$ cat src/rtl/pwm_decoder_if.sv
// pwm_decoder_if: measurement result bus of pwm_decoder.
//   duty_r/g/b  : high-cycle counts of the last completed window (producer -> consumer)
//   active      : per-channel edge-seen flags, bit2=R bit1=G bit0=B (producer -> consumer)
//   duty_valid  : a new measurement set is being held (producer -> consumer)
//   duty_ready  : consumer accepts the set; transfer on duty_valid && duty_ready
//   overrun     : sticky, a set was overwritten before it was transferred
// Modports: master = decoder side, slave = consumer side.
interface pwm_decoder_if #(
  parameter int unsigned CNT_W = 11
);
  logic [CNT_W-1:0] duty_r;
  logic [CNT_W-1:0] duty_g;
  logic [CNT_W-1:0] duty_b;
  logic [2:0]       active;
  logic             duty_valid;
  logic             duty_ready;
  logic             overrun;

  modport master (
    output duty_r,
    output duty_g,
    output duty_b,
    output active,
    output duty_valid,
    output overrun,
    input  duty_ready
  );

  modport slave (
    input  duty_r,
    input  duty_g,
    input  duty_b,
    input  active,
    input  duty_valid,
    input  overrun,
    output duty_ready
  );
endinterface

$ cat src/rtl/pwm_decoder.sv
// pwm_decoder: measures the duty (high-cycle count) of three PWM inputs (R, G, B) over
// fixed windows of PWM_INTERVAL clock cycles and presents each completed set on a
// valid/ready bus.
//
// Ports:
//   clk     : system clock, all state changes on the rising edge
//   rst_n   : asynchronous active-low reset
//   pwm_in  : PWM samples, bit2=R bit1=G bit0=B
//   meas    : pwm_decoder_if master (duty_r/g/b, active, duty_valid, duty_ready, overrun)
//
// Configuration:
//   PWM_DECODER_SYNC_EN : when defined, each pwm_in bit passes through a 2-flop
//                         synchronizer (2 cycles of input latency); otherwise pwm_in is
//                         sampled directly.
//
// Parameters:
//   PWM_INTERVAL : window length in cycles (one PWM period)
//   CNT_W        : counter width, must satisfy 2**CNT_W > PWM_INTERVAL
module pwm_decoder #(
  parameter int unsigned PWM_INTERVAL = 1200,
  parameter int unsigned CNT_W        = 11
) (
  input  logic          clk,
  input  logic          rst_n,
  input  logic [2:0]    pwm_in,
  pwm_decoder_if.master meas
);

  localparam logic [CNT_W-1:0] WinLast = CNT_W'(PWM_INTERVAL - 1);

  // Channel index follows pwm_in bit order: 2=R, 1=G, 0=B.
  logic [2:0] s;

`ifdef PWM_DECODER_SYNC_EN
  logic [2:0] sync1_q;
  logic [2:0] sync2_q;

  always_ff @(posedge clk or negedge rst_n) begin
    if (!rst_n) begin
      sync1_q <= '0;
      sync2_q <= '0;
    end else begin
      sync1_q <= pwm_in;
      sync2_q <= sync1_q;
    end
  end

  assign s = sync2_q;
`else
  assign s = pwm_in;
`endif

  logic [CNT_W-1:0] win_cnt_q, win_cnt_d;
  logic [CNT_W-1:0] acc_q   [3];
  logic [CNT_W-1:0] acc_d   [3];
  logic [CNT_W-1:0] acc_sum [3];
  logic [CNT_W-1:0] duty_q  [3];
  logic [CNT_W-1:0] duty_d  [3];
  logic [2:0]       prev_q;
  logic [2:0]       edge_seen_q, edge_seen_d;
  logic [2:0]       active_q, active_d;
  logic             valid_q, valid_d;
  logic             overrun_q, overrun_d;
  logic             win_end;
  logic [2:0]       edge_now;
  logic             xfer;

  always_comb begin
    win_end     = (win_cnt_q == WinLast);
    edge_now    = s ^ prev_q;
    xfer        = valid_q & meas.duty_ready;
    win_cnt_d   = win_end ? '0 : win_cnt_q + CNT_W'(1);
    edge_seen_d = win_end ? '0 : (edge_seen_q | edge_now);
    active_d    = win_end ? (edge_seen_q | edge_now) : active_q;

    for (int ch = 0; ch < 3; ch++) begin
      // Includes the current sample so the final cycle of the window is counted; the
      // sum is at most PWM_INTERVAL, which fits in CNT_W bits.
      acc_sum[ch] = acc_q[ch] + CNT_W'(s[ch]);
      acc_d[ch]   = win_end ? '0 : acc_sum[ch];
      duty_d[ch]  = win_end ? acc_sum[ch] : duty_q[ch];
    end

    // A window end always leaves a fresh set pending, even if the old set transfers in
    // the same cycle.
    valid_d   = win_end | (valid_q & ~xfer);
    // Overrun only when an untransferred set is overwritten.
    overrun_d = overrun_q | (win_end & valid_q & ~meas.duty_ready);
  end

  always_ff @(posedge clk or negedge rst_n) begin
    if (!rst_n) begin
      win_cnt_q   <= '0;
      prev_q      <= '0;
      edge_seen_q <= '0;
      active_q    <= '0;
      valid_q     <= 1'b0;
      overrun_q   <= 1'b0;
      for (int ch = 0; ch < 3; ch++) begin
        acc_q[ch]  <= '0;
        duty_q[ch] <= '0;
      end
    end else begin
      win_cnt_q   <= win_cnt_d;
      prev_q      <= s;
      edge_seen_q <= edge_seen_d;
      active_q    <= active_d;
      valid_q     <= valid_d;
      overrun_q   <= overrun_d;
      for (int ch = 0; ch < 3; ch++) begin
        acc_q[ch]  <= acc_d[ch];
        duty_q[ch] <= duty_d[ch];
      end
    end
  end

  assign meas.duty_r     = duty_q[2];
  assign meas.duty_g     = duty_q[1];
  assign meas.duty_b     = duty_q[0];
  assign meas.active     = active_q;
  assign meas.duty_valid = valid_q;
  assign meas.overrun    = overrun_q;

endmodule

$ cat src/flat_wrapper.sv
// flat-port wrapper written by rule: the top's interface ports become plain ports
module pwm_decoder_flat 
#(
  parameter int unsigned PWM_INTERVAL = 1200,
  parameter int unsigned CNT_W        = 11
)
  (clk, rst_n, pwm_in, meas_duty_r, meas_duty_g, meas_duty_b, meas_active, meas_duty_valid, meas_overrun, meas_duty_ready);
  pwm_decoder_if #(.CNT_W(CNT_W)) meas_i ();
  input  logic clk;
  input  logic rst_n;
  input  logic [2:0] pwm_in;
  output wire logic [$bits(meas_i.duty_r)-1:0] meas_duty_r;
  output wire logic [$bits(meas_i.duty_g)-1:0] meas_duty_g;
  output wire logic [$bits(meas_i.duty_b)-1:0] meas_duty_b;
  output wire logic [$bits(meas_i.active)-1:0] meas_active;
  output wire logic [$bits(meas_i.duty_valid)-1:0] meas_duty_valid;
  output wire logic [$bits(meas_i.overrun)-1:0] meas_overrun;
  input wire logic [$bits(meas_i.duty_ready)-1:0] meas_duty_ready;
  assign meas_duty_r = meas_i.duty_r;
  assign meas_duty_g = meas_i.duty_g;
  assign meas_duty_b = meas_i.duty_b;
  assign meas_active = meas_i.active;
  assign meas_duty_valid = meas_i.duty_valid;
  assign meas_overrun = meas_i.overrun;
  assign meas_i.duty_ready = meas_duty_ready;
  pwm_decoder #(.PWM_INTERVAL(PWM_INTERVAL), .CNT_W(CNT_W)) u_core (.clk(clk), .rst_n(rst_n), .pwm_in(pwm_in), .meas(meas_i));
endmodule
$ cat config.mk
export PLATFORM = sky130hd
export DESIGN_NAME = pwm_decoder_flat
export DESIGN_NICKNAME = d
export VERILOG_FILES = /design/src/rtl/pwm_decoder_if.sv /design/src/rtl/pwm_decoder.sv /design/src/flat_wrapper.sv
export SDC_FILE = /design/constraint.sdc
export NUM_CORES = 1
export LEC_CHECK = 0
export BUFFER_PORTS_ARGS = -buffer_cell sky130_fd_sc_hd__buf_4
export CAP_MARGIN = 15
export CORE_ASPECT_RATIO = 1.2
export CORE_MARGIN = 2
export CORE_UTILIZATION = 52
export DETAILED_ROUTE_END_ITERATION = 8
export PLACE_DENSITY_LB_ADDON = 0.05
export SLEW_MARGIN = 40
export SYNTH_ARGS = -nofsm -noshare
export SYNTH_HDL_FRONTEND = slang
export SYNTH_SLANG_ARGS = --single-unit
$ cat constraint.sdc
create_clock -name clk -period 2 [get_ports clk]
set_clock_uncertainty 0.2 [all_clocks]
set_input_delay 0.2 -clock clk [delete_from_list [all_inputs] [get_ports clk]]
set_output_delay 0.2 -clock clk [all_outputs]
set_load 0.1 [all_outputs]
==> results <==
- Across all layers, the routed design uses 2,429 vias.
- Leaving out filler cells and counting taps, the final layout contains 479.
- At the worst endpoint, the arrival time is about 2.0 ns.
- The die area is 0.00757 sq mm.
- The number of fillers in the final layout is 579.
- Once the floorplan was initialized, standard cells occupied 52.9% of the core.
- The area growth from synthesis to layout is 21.1%.
- The number of enable flip-flop cells after synthesis is 0.
- The number of remaining DRC errors is 0.
- Based on the critical path, the design can be clocked at up to 503 MHz.
- The mux cell area share after synthesis is 0%.
- The run finished with clean final reports.
- The design draws 4030 uW.
- The flip-flop and latch count after synthesis is 88.
- The total overflow left after global routing is 0.
- The reg-to-reg startpoint is u_core.win_cnt_q[8]$_DFF_PN0_.
- Summed over all nets, the half-perimeter wirelength after detailed placement is 4.37 mm.
- The worst setup path is of the register to register kind.
- The via count normalized by instance count is 5.07.
- The number of antenna violations at the first check in global routing is 0.
- The average instance in the mapped netlist occupies approximately 11 sq um.
- In the synthesized netlist the async set-or-reset flop fraction comes to 100%.
- The number of standard cells after synthesis is roughly 330.
- The first global-routing pass estimated 11.1 mm of wire.
- After synthesis, the largest family of logic cells by area is simple AND/OR/NAND/NOR gates.
- The maximum fanout along the worst path is 26.
- Sorting the synthesized cells by how often they occur yields dfrtp_1, nand2_1, nor2_1.
- TritonCTS created 9 clock buffers.
- The cell taking the most area after synthesis is dfrtp_1.
- The clock edge transition at the registers on the reported setup and hold paths is 0.09 ns.
- The number of unique standard cell types used by synthesis is 24.
- After synthesis, flip-flops and latches occupy 61.5% of the total area.
- The vertical extent of the die is 94.9 um.
- The endpoint type of the worst setup path is a register.
- Setup violations remaining at the end of the flow were counted as 0.
- The synthesized netlist occupies a cell area of 0.00358 sq mm.
- The peak supply drop is 0.000727 V.
- The number of cell instances on the worst register-to-register path is 5.
- The number of nets in the synthesized netlist is 342.
- The number of clock sinks seen by CTS is 88.
- Wires add up to about 6.5 mm.
- Setup repair after global routing could not meet its margin everywhere.
- The area of combinational cells with multiple inputs is approximately 0.0013 sq mm.
- The class of the most critical hold timing path is input pin to asynchronous set/reset pin.
- The repair_antennas step left the layout with diodes totalling 0.
- For the pin with the worst max-slew slack, the measured transition is between 0.4 and 0.5 ns.
- The clock insertion delay at the later pin of the skew report is 0.36 ns.
- The biggest cell delay along the critical path is 0.54 ns.
- The Yosys step of the flow raised 0 warnings.
- The type of element launching the critical path is a register.
- The area share of fa/ha/maj cells after synthesis is between 2 and 2.5%.
- The number of global-route vias before repair was 2,328.
- In this run the static leakage power is 0.00203 uW.
- Global routing used 19.2% of the available tracks across all layers.
- For this block, the initial DRC count from the detailed router was 102.
- The clock passes through at most 2 buffers.
- The number of I/O port buffers is 43.
- The setup slack of the worst register-to-register path is ~0.012 ns.
- The post-CTS setup repair buffer count is 0.
- The cell with the most instances after synthesis is dfrtp_1.
- The power density of the placed cells is approximately 930 mW/mm^2.
- The data required time of the worst path is about 2 ns.
- The worst hold slack is 0.120 ns.
- The clock period minus worst slack is about 2.0 ns.
- In this run the biggest area consumer among cell types represents 61.5% of the synthesized area.
- The synthesized netlist devotes 4.99% of its cell area to compound gates.
- The row count is 33.
- The final critical-path share of the clock period is 99.4%.
- For this run, the leading register cell type out of synthesis is dfrtp_1.
- The worst register-to-register path ends at u_core.win_cnt_q[10]$_DFF_PN0_.
- The per-cell routed wire length is 13.5 um.
- The final weighted congestion of routability-driven global placement is 0.771.
- The detailed-router iteration count before antenna repair is 4.
- The library cell contributing the largest single delay on the critical path is or4b_4.
- The sequential cell area in the final layout is 0.00220 sq mm.
- Once layout is done, the placed cells without fillers occupy ~0.0043 sq mm.
- The signal on the critical path passes through or4b_4, or3_4, buf_12, nand3_1, o21ai_1.
- In this run the remaining antenna-violating nets after routing total 0.
- The die is 79.8 um wide.
- The worst slew margin relative to its limit is a little under three quarters.
- Across the run, the number of max-cap violations was 0.
- The H-tree depth is 3.
- The number of slew-limit violations in the final report was 0.
- At the end of the flow, the number of nets in the layout was 400.
- The maximum number of pins on one net before global-route repair is 39.
- The count of buffering cells on the critical path with inverters included is 1.
- TritonCTS built the clock tree.
- The placed cell count is 458.
- The core outline area is 0.00677 sq mm.
- Summing the areas of all xor and xnor instances in the mapped netlist gives 9.29% of the synthesized area.
- Ranked by total cell area, the synthesized netlist is headed by dfrtp_1, xor2_1, nand2_1.
- Cells with a size suffix above 1 make up 20.7% of the layout.
- The final count of hold timing violations came to 0.
- After detailed placement, the total cell area comes to 0.00405 sq mm.
- The cell family with the largest share of critical-path delay is simple AND/OR/NAND/NOR gates.
- In the final timing run, aggregate negative setup slack is 0 ns.
- Of the total synthesized cell area, the portion taken by AND, OR, NAND and NOR gates is roughly a fifth.
- CTS placed an instance of clkbuf_8 at the clock tree root.
- 44 I/O pins were placed.
## report_power, final
group	total, uW	switching, uW	internal (uW)
clock network	1240	652	588
registers	2180	198	1980
logic	606	316	290
total	4030	1170	2860
## sequential cells by signal (all words and copies together) (netlist names)
signal	count
u_core.win_cnt_q	11
u_core.meas.duty_r	11
u_core.prev_q	3
u_core.acc_q	33
u_core.meas.overrun	1
u_core.meas.duty_valid	1
u_core.meas.duty_g	11
u_core.edge_seen_q	3
u_core.meas.active	3
u_core.meas.duty_b	11
## final cells by class
cell class / count / share of cell area [%]
multi-input combinational: 226 / 30.2
clock buffer: 9 / 2.86
clock inverter: 7 / 1.76
inverter: 3 / 0.260
sequential: 88 / 50.8
timing repair buffer: 59 / 11.6
tap: 87 / 2.51
## metrics by stage
step                setup WS (ns)  util [%]
floorplan                  0.0262         -
global placement           0.0588      59.8
detailed placement        0.00851      59.8
CTS                       0.00681      63.5
global route              -0.0278      64.1
finish                     0.0122      64.1
## worst reg2reg max path: cells and delay by family (launching register included)
family,cells,cell delay [ns]
AO/OA/AOI/OAI,1,0.07
flip-flops,1,0.40
buffers and inverters,1,0.18
AND/OR/NAND/NOR,3,1.03
## timing repair
item	CTS	global route
gates cloned	0	0
endpoints found under the hold margin	76	0
hold buffers	5	0
endpoints found under the setup margin	1	43
resized for setup	1	10
## cells by family after synthesis
kind of cell / after synthesis
DFF: 88
buffers and inverters: 15
adders and majority gates: 7
AOI/OAI and AO/OA: 33
xor gates and xnor gates: 38
and+or+nand+nor: 148
## how the worst max path moves through the flow
stage / from / end / slack [ns] / cells past startpoint
2_1_floorplan: u_core.win_cnt_q[8]$_DFF_PN0_ / u_core.meas.active[2]$_DFFE_PN0N_ / 0.03 / 6
3_3_place_gp: u_core.win_cnt_q[8]$_DFF_PN0_ / u_core.meas.duty_g[6]$_DFFE_PN0N_ / 0.06 / 5
3_5_place_dp: u_core.win_cnt_q[8]$_DFF_PN0_ / u_core.meas.duty_r[5]$_DFFE_PN0N_ / 0.009 / 5
4_1_cts: u_core.win_cnt_q[8]$_DFF_PN0_ / u_core.win_cnt_q[10]$_DFF_PN0_ / 0.007 / 5
5_1_grt: u_core.win_cnt_q[8]$_DFF_PN0_ / u_core.meas.duty_r[3]$_DFFE_PN0N_ / -0.03 / 5
6_report: u_core.win_cnt_q[8]$_DFF_PN0_ / u_core.win_cnt_q[10]$_DFF_PN0_ / 0.01 / 5
## cells in the final DEF (no fill, tap or decap)
cell,count
nand2_1,53
o21ai_0,1
bufinv_16,1
nand3_1,18
buf_8,1
and4_1,3
nand3b_1,1
xor2_1,25
o21ai_2,3
nor3_2,1
and2_4,4
inv_1,3
buf_12,3
buf_4,49
xnor2_1,13
clkinvlp_4,2
dlygate4sd3_1,5
clkbuf_8,9
o21ai_1,28
nand4_1,11
o31ai_4,1
nor3_1,2
inv_6,3
and2_1,4
dfrtp_1,88
nor2_1,42
ha_1,7
clkinv_2,1
or3_4,1
and3_1,7
or4b_4,1
buf_6,1
## metal layers
layer  global-route usage, %  up-vias  routed length [um]
li1                        -     1205                   -
met1                    26.1     1180                3050
met2                    29.4       36                3080
met3                    4.40        8                 229
met4                    8.62        0                 111
met5                       0        -                   0
Note: power is estimated with default switching activity, not from simulation.
